===== src/rtl/uart_rx_pkg.sv =====
// Shared types and helpers for the parametrised UART receiver and its receive FIFO.
package uart_rx_pkg;

    localparam int MAX_DATA_BITS = 8;

    typedef enum logic [2:0] {
        IDLE,
        START,
        DATA,
        PARITY,
        STOP
    } rx_state_t;

    typedef struct packed {
        logic                     parity_err;
        logic [MAX_DATA_BITS-1:0] data;
    } fifo_entry_t;

    function automatic int calc_div(input int clk_freq_hz, input int baud_rate);
        return clk_freq_hz / baud_rate;
    endfunction

endpackage


===== src/rtl/sync_fifo.sv =====
// Single-clock FIFO with occupancy count; a push while full succeeds only alongside a pop.
module sync_fifo #(
    parameter int WIDTH = 9,
    parameter int DEPTH = 16
) (
    input  logic                   clk,
    input  logic                   rst,
    input  logic                   push,
    input  logic                   pop,
    input  logic [WIDTH-1:0]       wr_data,
    output logic [WIDTH-1:0]       rd_data,
    output logic                   full,
    output logic                   empty,
    output logic [$clog2(DEPTH):0] level
);

    localparam int PTR_W = $clog2(DEPTH);

    logic [WIDTH-1:0] mem [DEPTH];
    logic [PTR_W-1:0] wr_ptr;
    logic [PTR_W-1:0] rd_ptr;
    logic             do_push;
    logic             do_pop;

    assign empty   = (level == '0);
    assign full    = (level == (PTR_W + 1)'(DEPTH));
    assign do_pop  = pop && !empty;
    assign do_push = push && (!full || do_pop);

    // Head is masked while empty so the output reads 0 out of reset.
    assign rd_data = empty ? '0 : mem[rd_ptr];

    // NOTE: the storage array has no reset; valid data is tracked by the pointers alone.
    always_ff @(posedge clk) begin
        if (do_push) begin
            mem[wr_ptr] <= wr_data;
        end
    end

    always_ff @(posedge clk) begin
        if (rst) begin
            wr_ptr <= '0;
            rd_ptr <= '0;
            level  <= '0;
        end else begin
            if (do_push) wr_ptr <= wr_ptr + 1'b1;
            if (do_pop)  rd_ptr <= rd_ptr + 1'b1;
            case ({do_push, do_pop})
                2'b10:   level <= level + 1'b1;
                2'b01:   level <= level - 1'b1;
                default: level <= level;
            endcase
        end
    end

endmodule


===== src/rtl/uart_rx_fifo_monitor.sv =====
// UART receiver (configurable data/parity/stop bits) feeding a tagged receive FIFO
// with sticky framing and overrun flags.
module uart_rx_fifo_monitor
    import uart_rx_pkg::*;
#(
    parameter int CLK_FREQ_HZ = 25000000,
    parameter int BAUD_RATE   = 781250,
    parameter int DATA_BITS   = 8,
    parameter int PARITY_EN   = 0,
    parameter int PARITY_ODD  = 0,
    parameter int STOP_BITS   = 1,
    parameter int FIFO_DEPTH  = 16
) (
    input  logic                        in_clk,
    input  logic                        in_rst,
    input  logic                        in_uart_rx,
    output logic [DATA_BITS-1:0]        out_data,
    output logic                        out_parity_err,
    output logic                        out_valid,
    input  logic                        in_ready,
    output logic [$clog2(FIFO_DEPTH):0] out_level,
    output logic                        out_frame_err,
    output logic                        out_overrun,
    input  logic                        in_clr_err,
    output logic                        out_busy
);

    localparam int   DIV     = calc_div(CLK_FREQ_HZ, BAUD_RATE);
    localparam int   CNT_W   = $clog2(DIV);
    localparam logic ODD_BIT = (PARITY_ODD != 0);

    rx_state_t            state;
    rx_state_t            next_state;
    logic                 rx_meta;
    logic                 rx_s;
    logic                 rx_d;
    logic                 start_edge;
    logic [CNT_W-1:0]     baud_cnt;
    logic                 sample;
    logic [2:0]           bit_cnt;
    logic                 last_data;
    logic                 last_stop;
    logic [DATA_BITS-1:0] data_sr;
    logic                 parity_err;
    logic                 push;
    logic                 stop_low;
    logic                 pop;
    logic                 fifo_full;
    logic                 fifo_empty;
    fifo_entry_t          wr_entry;
    logic [DATA_BITS:0]   head;

    always_ff @(posedge in_clk) begin
        if (in_rst) begin
            rx_meta <= 1'b1;
            rx_s    <= 1'b1;
            rx_d    <= 1'b1;
        end else begin
            rx_meta <= in_uart_rx;
            rx_s    <= rx_meta;
            rx_d    <= rx_s;
        end
    end

    assign start_edge = rx_d && !rx_s;

    // Held at 0 in IDLE so every start edge begins a fresh bit period.
    always_ff @(posedge in_clk) begin
        if (in_rst || state == IDLE || baud_cnt == CNT_W'(DIV - 1)) begin
            baud_cnt <= '0;
        end else begin
            baud_cnt <= baud_cnt + 1'b1;
        end
    end

    assign sample    = (state != IDLE) && (baud_cnt == CNT_W'(DIV / 2));
    assign last_data = (bit_cnt == 3'(DATA_BITS - 1));
    assign last_stop = (bit_cnt == 3'(STOP_BITS - 1));

    always_ff @(posedge in_clk) begin
        if (in_rst) begin
            state <= IDLE;
        end else begin
            state <= next_state;
        end
    end

    // NOTE: every combinational output gets a default first so no path infers a latch.
    always_comb begin
        next_state = state;
        case (state)
            IDLE:    if (start_edge) next_state = START;
            START:   if (sample) next_state = rx_s ? IDLE : DATA;
            DATA:    if (sample && last_data) next_state = (PARITY_EN != 0) ? PARITY : STOP;
            PARITY:  if (sample) next_state = STOP;
            STOP:    if (sample && last_stop) next_state = IDLE;
            default: next_state = IDLE;
        endcase
    end

    always_comb begin
        push     = 1'b0;
        stop_low = 1'b0;
        out_busy = (state != IDLE);
        if (state == STOP && sample) begin
            push     = last_stop;
            stop_low = !rx_s;
        end
    end

    always_ff @(posedge in_clk) begin
        if (in_rst) begin
            bit_cnt    <= '0;
            data_sr    <= '0;
            parity_err <= 1'b0;
        end else if (sample) begin
            case (state)
                START: begin
                    bit_cnt    <= '0;
                    parity_err <= 1'b0;
                end
                DATA: begin
                    data_sr <= {rx_s, data_sr[DATA_BITS-1:1]};
                    bit_cnt <= last_data ? 3'd0 : bit_cnt + 1'b1;
                end
                PARITY:  parity_err <= (^data_sr) ^ rx_s ^ ODD_BIT;
                STOP:    bit_cnt <= last_stop ? 3'd0 : bit_cnt + 1'b1;
                default: ;
            endcase
        end
    end

    assign wr_entry = '{parity_err: parity_err, data: MAX_DATA_BITS'(data_sr)};
    assign pop      = out_valid && in_ready;

    sync_fifo #(
        .WIDTH (DATA_BITS + 1),
        .DEPTH (FIFO_DEPTH)
    ) u_fifo (
        .clk     (in_clk),
        .rst     (in_rst),
        .push    (push),
        .pop     (pop),
        .wr_data ({wr_entry.parity_err, wr_entry.data[DATA_BITS-1:0]}),
        .rd_data (head),
        .full    (fifo_full),
        .empty   (fifo_empty),
        .level   (out_level)
    );

    assign out_valid      = !fifo_empty;
    assign out_data       = head[DATA_BITS-1:0];
    assign out_parity_err = head[DATA_BITS];

    // Setting wins over a simultaneous clear so no event is ever lost.
    always_ff @(posedge in_clk) begin
        if (in_rst) begin
            out_frame_err <= 1'b0;
            out_overrun   <= 1'b0;
        end else begin
            if (stop_low)        out_frame_err <= 1'b1;
            else if (in_clr_err) out_frame_err <= 1'b0;
            if (push && fifo_full && !pop) out_overrun <= 1'b1;
            else if (in_clr_err)           out_overrun <= 1'b0;
        end
    end

endmodule

===== config.mk =====
export PLATFORM = sky130hd
export DESIGN_NAME = uart_rx_fifo_monitor
export DESIGN_NICKNAME = d
export VERILOG_FILES = /design/src/rtl/uart_rx_pkg.sv /design/src/rtl/sync_fifo.sv /design/src/rtl/uart_rx_fifo_monitor.sv
export SDC_FILE = /design/constraint.sdc
export NUM_CORES = 1
export LEC_CHECK = 0
export CAP_MARGIN = 10
export CORE_UTILIZATION = 49
export DETAILED_ROUTE_END_ITERATION = 12
export GPL_TIMING_DRIVEN = 0
export PLACE_DENSITY = 0.67
export SLEW_MARGIN = 40
export SYNTH_ARGS = -nofsm -noshare
export SYNTH_HDL_FRONTEND = slang
export SYNTH_SLANG_ARGS = --single-unit

===== constraint.sdc =====
create_clock -name in_clk -period 4.15 [get_ports in_clk]
set_input_delay 1.0375 -clock in_clk [delete_from_list [all_inputs] [get_ports in_clk]]
set_output_delay 1.0375 -clock in_clk [all_outputs]
set_load 0.03 [all_outputs]

==> flow_summary_export.csv <==
group,metric,value,unit
synthesis,synth_seq_cells,186,
layout,area_growth,15.2,%
drt,drt-initial-drc-count,320,
floorplan,die_area,15900,µm²
critical_path,start_kind,"flop",
power_and_ir_drop,p_leak,3.07,nW
critical_path,timing.rr.end,"u_fifo.mem[2][6]$_DFFE_PP_",
power_and_ir_drop,powerDensity,545,nW/µm²
layout,regArea,5170,µm²
synthesis,yosys_warnings,0,
critical_path,arrival,2.84,ns
clocking,cts_setup_buffers,0,
synthesis,syn_area_per_cell,16.8,µm²
global_route,grt_max_degree,20,
timing,min_period_over_period,93.4,%
global_route,antenna_found_initial,0,
timing,worstMarginPinSlew,0.803,ns
critical_path,reg2regPathDepth,10,
placement,dp.cells,664,
drt,wl,14800,µm
placement,pre_cts_ws,0.231,ns
drt,dr.pass1.iters,4,
floorplan,pin_count,23,
timing,setup_violations,0,
timing,fin_ws,0.275,ns
drt,dr_total_vias,3903,
hold_path,hold_path_class,"flop to flop",
floorplan,core,15100,µm²
timing,rsz0062_at_grt,"no",
floorplan,initial_core_util,49.9,%
global_route,grt_pass1_wl,23100,µm
layout,drive_gt1_share,24.6,%
clocking,clockRootBuffer,"clkbuf_16",
global_route,grt_overflow,0,
placement,gp_congestion,0.783,
synthesis,synth-seq-area-share,68.4,%
critical_path,timing.rr.start,"baud_cnt[0]$_SDFF_PP0_",
hold_path,min_from,"rx_meta$_SDFF_PP1_",
hold_path,hold-path-endpoint,"rx_s$_SDFF_PP1_",
global_route,grt_pass1_vias,4062,
synthesis,syn_area,7550,µm²
critical_path,path_max_fanout,10,
clocking,htreeDepth,4,
layout,nFillCells,1147,
timing,finalSetupTns,0,ns
synthesis,postSynthCellCount,450,
timing,drv_slew,0,
drt,avgViaCountPerCell,5.61,
drt,wire_per_inst,21.2,µm
layout,multiInputGateArea,2260,µm²
synthesis,synth_cell_types,41,
layout,layout.nets,512,
layout,final_common_cell,"edfxtp_1",
timing,finalCriticalPeriod,3.87,ns
timing,skew,0.0122,ns
synthesis,synthesis.nets,467,
timing,maxSlewHeadroom,46.4,%
synthesis,yosys_most_used_dff,"edfxtp_1",
global_route,grt_usage,20.3,%
run_status,status,"complete, no violations",
floorplan,rows,45,
clocking,cts_buffer_depth,2,
synthesis,async_flop_share,0,%
critical_path,path_class,"flop to output port",
synthesis,synth_edf_count,144,
job,maxCapViolCount,0,
timing,fmax,258,MHz
timing,report.final.hold_viol_count,0,
critical_path,r2r_slack,1.31,ns
clocking,clock_sinks,186,
placement,dpl.hpwl,9790,µm
placement,portBuffers,22,
drt,drc_errors,0,
layout,final_cell_mix,"144 x edfxtp_1, 45 x mux4_2, 41 x dfxtp_1",
power_and_ir_drop,irDropWorstVdd,0.487,mV
power_and_ir_drop,total_power,0.00474,W
clocking,cts_tree,"yes",
hold_path,whs_path_depth,1,
clocking,clkSlewWorstSetupHoldPaths,0.07,ns
layout,finalNonFillerCells,696,
layout,final_util,57.4,%
clocking,clkLatencyLatePin,0.43,ns
critical_path,required,3.11,ns
drt,ant_nets,0,
clocking,numCtsBuffers,17,
layout,insertedDiodeCount,0,
critical_path,cp-end-kind,"output port",
floorplan,die_h,126,µm
floorplan,die_x,126,µm
[critical path, cell delays in order, from the launching register on]
cell           delay [ns]
dfxtp_1              0.33
buf_6                0.18
buf_4                0.27
mux4_2               0.58
mux4_2               0.50
nor2b_1              0.15
dlygate4sd2_1        0.37
[timing repair]
item                                    in CTS  in global routing
hold endpoints to repair                     0                  0
cloned                                       0                  0
endpoints found under the setup margin       9                  8
hold buffers                                 0                  0
gates resized for setup                      4                  8
[metal layers]
metal,track usage [%],share of wire [%]
met4,7.02,1.0
met2,34.0,51
met5,0,0
met3,4.25,4.6
met1,26.5,43
[flip-flops by register name, summed over array words and instances (netlist names), named ones only]
signal         flops
u_fifo.wr_ptr      4
baud_cnt           5
rx_meta            1
rx_s               1
u_fifo.rd_ptr      4
bit_cnt            3
data_sr            8
out_overrun        1
rx_d               1
u_fifo.level       5
parity_err         1
u_fifo.mem       144
state              3
out_frame_err      1
[where the power goes]
| part | internal [W] | switching, W | total [W] |
|---|---|---|---|
| registers | 0.00201 | 0.0000431 | 0.00206 |
| clock network | 0.000900 | 0.000669 | 0.00157 |
| logic | 0.000513 | 0.000605 | 0.00112 |
| total | 0.00343 | 0.00132 | 0.00474 |
[worst max path at each step]
stage / end / slack (ns) / depth (start not counted)
3_5_place_dp: out_data[2] / 0.23 / 6
5_1_grt: out_data[5] / 0.18 / 6
3_3_place_gp: u_fifo.mem[0][8]$_DFFE_PP_ / 0.19 / 7
4_1_cts: out_data[2] / 0.0003 / 6
6_report: out_data[5] / 0.28 / 6
2_1_floorplan: out_data[0] / 1.26 / 5
[per-stage QoR]
stage                     hold slack (ns)  area (µm²)
after floorplan                     0.389        7550
final                               0.411        8700
after global placement              0.392        8010
after CTS                           0.413        8670
after global routing                0.426        8700
after detailed placement            0.397        8080
[cell families after synthesis]
| family | share of synthesized area, % |
|---|---|
| compound gates | 1.96 |
| simple gates | 7.62 |
| mux | 15.5 |
| fa+ha+maj | 1.99 |
| xor+xnor | 2.15 |
| buf+inv | 2.40 |
| flops | 68.4 |
[cell type report]
type | instances | area share (%)
plain buffers | 25 | 1.57
well taps | 188 | 2.70
clock inverters | 10 | 0.662
repair buffers | 26 | 3.09
multi-input cells | 226 | 25.9
flip-flops and latches | 186 | 59.4
inverters | 13 | 0.561
clock buffers | 22 | 6.07
[synthesized netlist by cell type, types with 6 or more instances]
cell type | count | area, µm²
mux2i_1 | 11 | 110
buf_1 | 6 | 22.5
mux4_2 | 45 | 1010
nand3_1 | 6 | 30.0
clkbuf_1 | 6 | 22.5
a21oi_1 | 12 | 60.1
ha_1 | 12 | 150
nor2b_1 | 14 | 87.6
nor3_1 | 11 | 55.1
dfxtp_1 | 42 | 841
buf_2 | 6 | 30.0
xor2_1 | 7 | 61.3
edfxtp_1 | 144 | 4320
inv_1 | 13 | 48.8
nand2_1 | 10 | 37.5
nor2_1 | 43 | 161
nand2b_1 | 6 | 37.5
xnor2_1 | 9 | 78.8
No activity file was read; power rests on OpenSTA's default activity.
==> RTL edit: new RTL, same settings <==
Encoding of `rx_state_t`: now Gray code (3 bits for 5 states).
--- a/src/rtl/uart_rx_pkg.sv
+++ b/src/rtl/uart_rx_pkg.sv
@@ -5,9 +5,9 @@
 
     typedef enum logic [2:0] {
-        IDLE,
-        START,
-        DATA,
-        PARITY,
-        STOP
+        IDLE   = 3'b000,
+        START  = 3'b001,
+        DATA   = 3'b011,
+        PARITY = 3'b010,
+        STOP   = 3'b110
     } rx_state_t;
 
Behaviour: no difference found for any inputs over 10 cycles, from zero or initial values and one cycle with in_rst high; not proved beyond that.
==> RTL edit against the unedited design <==
Setup slack lost 0.14 ns. Routed wire length grew 2.2%. Synthesized area grew 1.1%. Total power grew 3.5%. Global-route usage grew 0.20 points. Synthesized cell count grew 2.4%. Design area grew 0.99%. Utilization grew 0.36 points. Sequential cell count is the same. Count of clock-buffer cells in the layout grew 1. Critical endpoint is now out_data[7].
==> RTL edit: results <==
set metrics [dict create \
    status "finished, final reports clean" \
    seq_area_frac_synth_pct 67.7 \
    fin_skew_ns 0.00846 \
    grtUsageTotal_pct 20.5 \
    drive_gt1_share_pct 21.4 \
    p_leak_nw 2.95 \
    synth_edf_count 144 \
    grt_pass1_vias 4111 \
    port_buffers 21 \
    ir_worst_vdd_v 0.000406 \
    drtIter0Drc 417 \
    clock_tree.htree_level_count 4 \
    tightest_slew_ns 0.847 \
    use_met1_pct 26.8 \
    dp_hpwl_um 10100 \
    insertion_delay_ns 0.42 \
    synthDistinctLibCells 51 \
    synthesis.nets 479 \
    wl_per_cell_um 21.4 \
    dr.pass1.iters 5 \
    grt_pass1_wl_um 23600 \
    largest_register_ffs 144 \
    nets 523 \
    synth_commonest_cells "edfxtp_1 (144), mux4_2 (45), dfxtp_1 (42), nor2_1 (42), nand2_1 (17)" \
    gp_congestion 0.778 \
    crit_fanout 10 \
    use_met3_pct 4.85 \
    fillers 1156 \
    grt_use_met2_pct 33.5 \
    grt_max_degree 20 \
    arrival_ns 2.97 \
    viasPerCell 5.78 \
    synth.area.top_cells "edfxtp_1 (57%), mux4_2 (13%), dfxtp_1 (11%), ha_1 (2.1%), nor2_1 (2.1%)" \
]
[RTL edit: cell types whose count changed after synthesis, sizes merged, moves of 3 or more]
| cell | delta |
|---|---|
| and3 | -3 |
| and2 | +10 |
| buf | -6 |
| nand2 | +7 |
| nor2b | -11 |
| nor3 | +4 |
| mux2 | -3 |
[RTL edit: logic make-up after synthesis]
group           after synthesis  share of synthesized area [%]
compound gates               33                           2.67
xor+xnor                     20                           2.48
fa+ha+maj                    13                           2.13
buf+inv                      33                           2.11
flops                       186                           67.7
mux                          58                           15.1
simple gates                118                           7.84
[RTL edit: where the power goes]
group	switching (mW)	internal (mW)
Sequential	0.0489	2.02
Combinational	0.629	0.577
Clock	0.636	1.00
Total	1.31	3.60
[RTL edit: area by class of cell]
type,count,share of cell area (%)
Inverter,12,0.513
Buffer,20,1.38
Tap cell,188,2.68
Sequential cell,186,58.8
Multi-Input combinational cell,242,26.9
Clock buffer,23,5.10
Timing Repair Buffer,26,2.96
Clock inverter,9,1.67
[RTL edit: per-layer routing]
layer  share of wire (%)  vias to the layer above  wire, um
met3                 5.7                       20       855
met5                   0                        -         0
met2                  49                      121      7440
met1                  43                     2083      6520
met4                 1.9                        0       282
li1                    -                     1859         -
[RTL edit: path summary, 6_finish.rpt]
path / startpoint / to / cells after the start
max: register / out_data[7] / 6
min: rx_meta$_SDFF_PP1_ / rx_s$_SDFF_PP1_ / 1
min reg2reg: rx_meta$_SDFF_PP1_ / rx_s$_SDFF_PP1_ / 1
max reg2reg: baud_cnt[0]$_SDFF_PP0_ / u_fifo.mem[1][4]$_DFFE_PP_ / 9
[RTL edit: what timing repair did]
item	4_1_cts	5_1_grt
endpoints found under the setup margin	9	9
setup buffers	0	0
resized for setup	3	8
[RTL edit: per-stage QoR]
step / cell area (sq um) / util [%] / hold WS (ns) / instances / setup WS, ns
global route: 8780 / 57.8 / 0.433 / 706 / 0.00122
floorplan: 7630 / - / 0.389 / 461 / 1.13
detailed placement: 8160 / 53.7 / 0.399 / 675 / 0.0143
global placement: 8080 / 53.1 / 0.396 / 670 / 0.0265
finish: 8780 / 57.8 / 0.414 / 706 / 0.140
CTS: 8760 / 57.6 / 0.416 / 706 / 0.0240
[RTL edit: critical path: stages, from the launching register on]
cell	delay (ns)
dfxtp_1	0.31
buf_4	0.21
buf_6	0.23
mux4_2	0.55
mux4_2	0.50
and2_1	0.17
clkdlybuf4s50_1	0.59
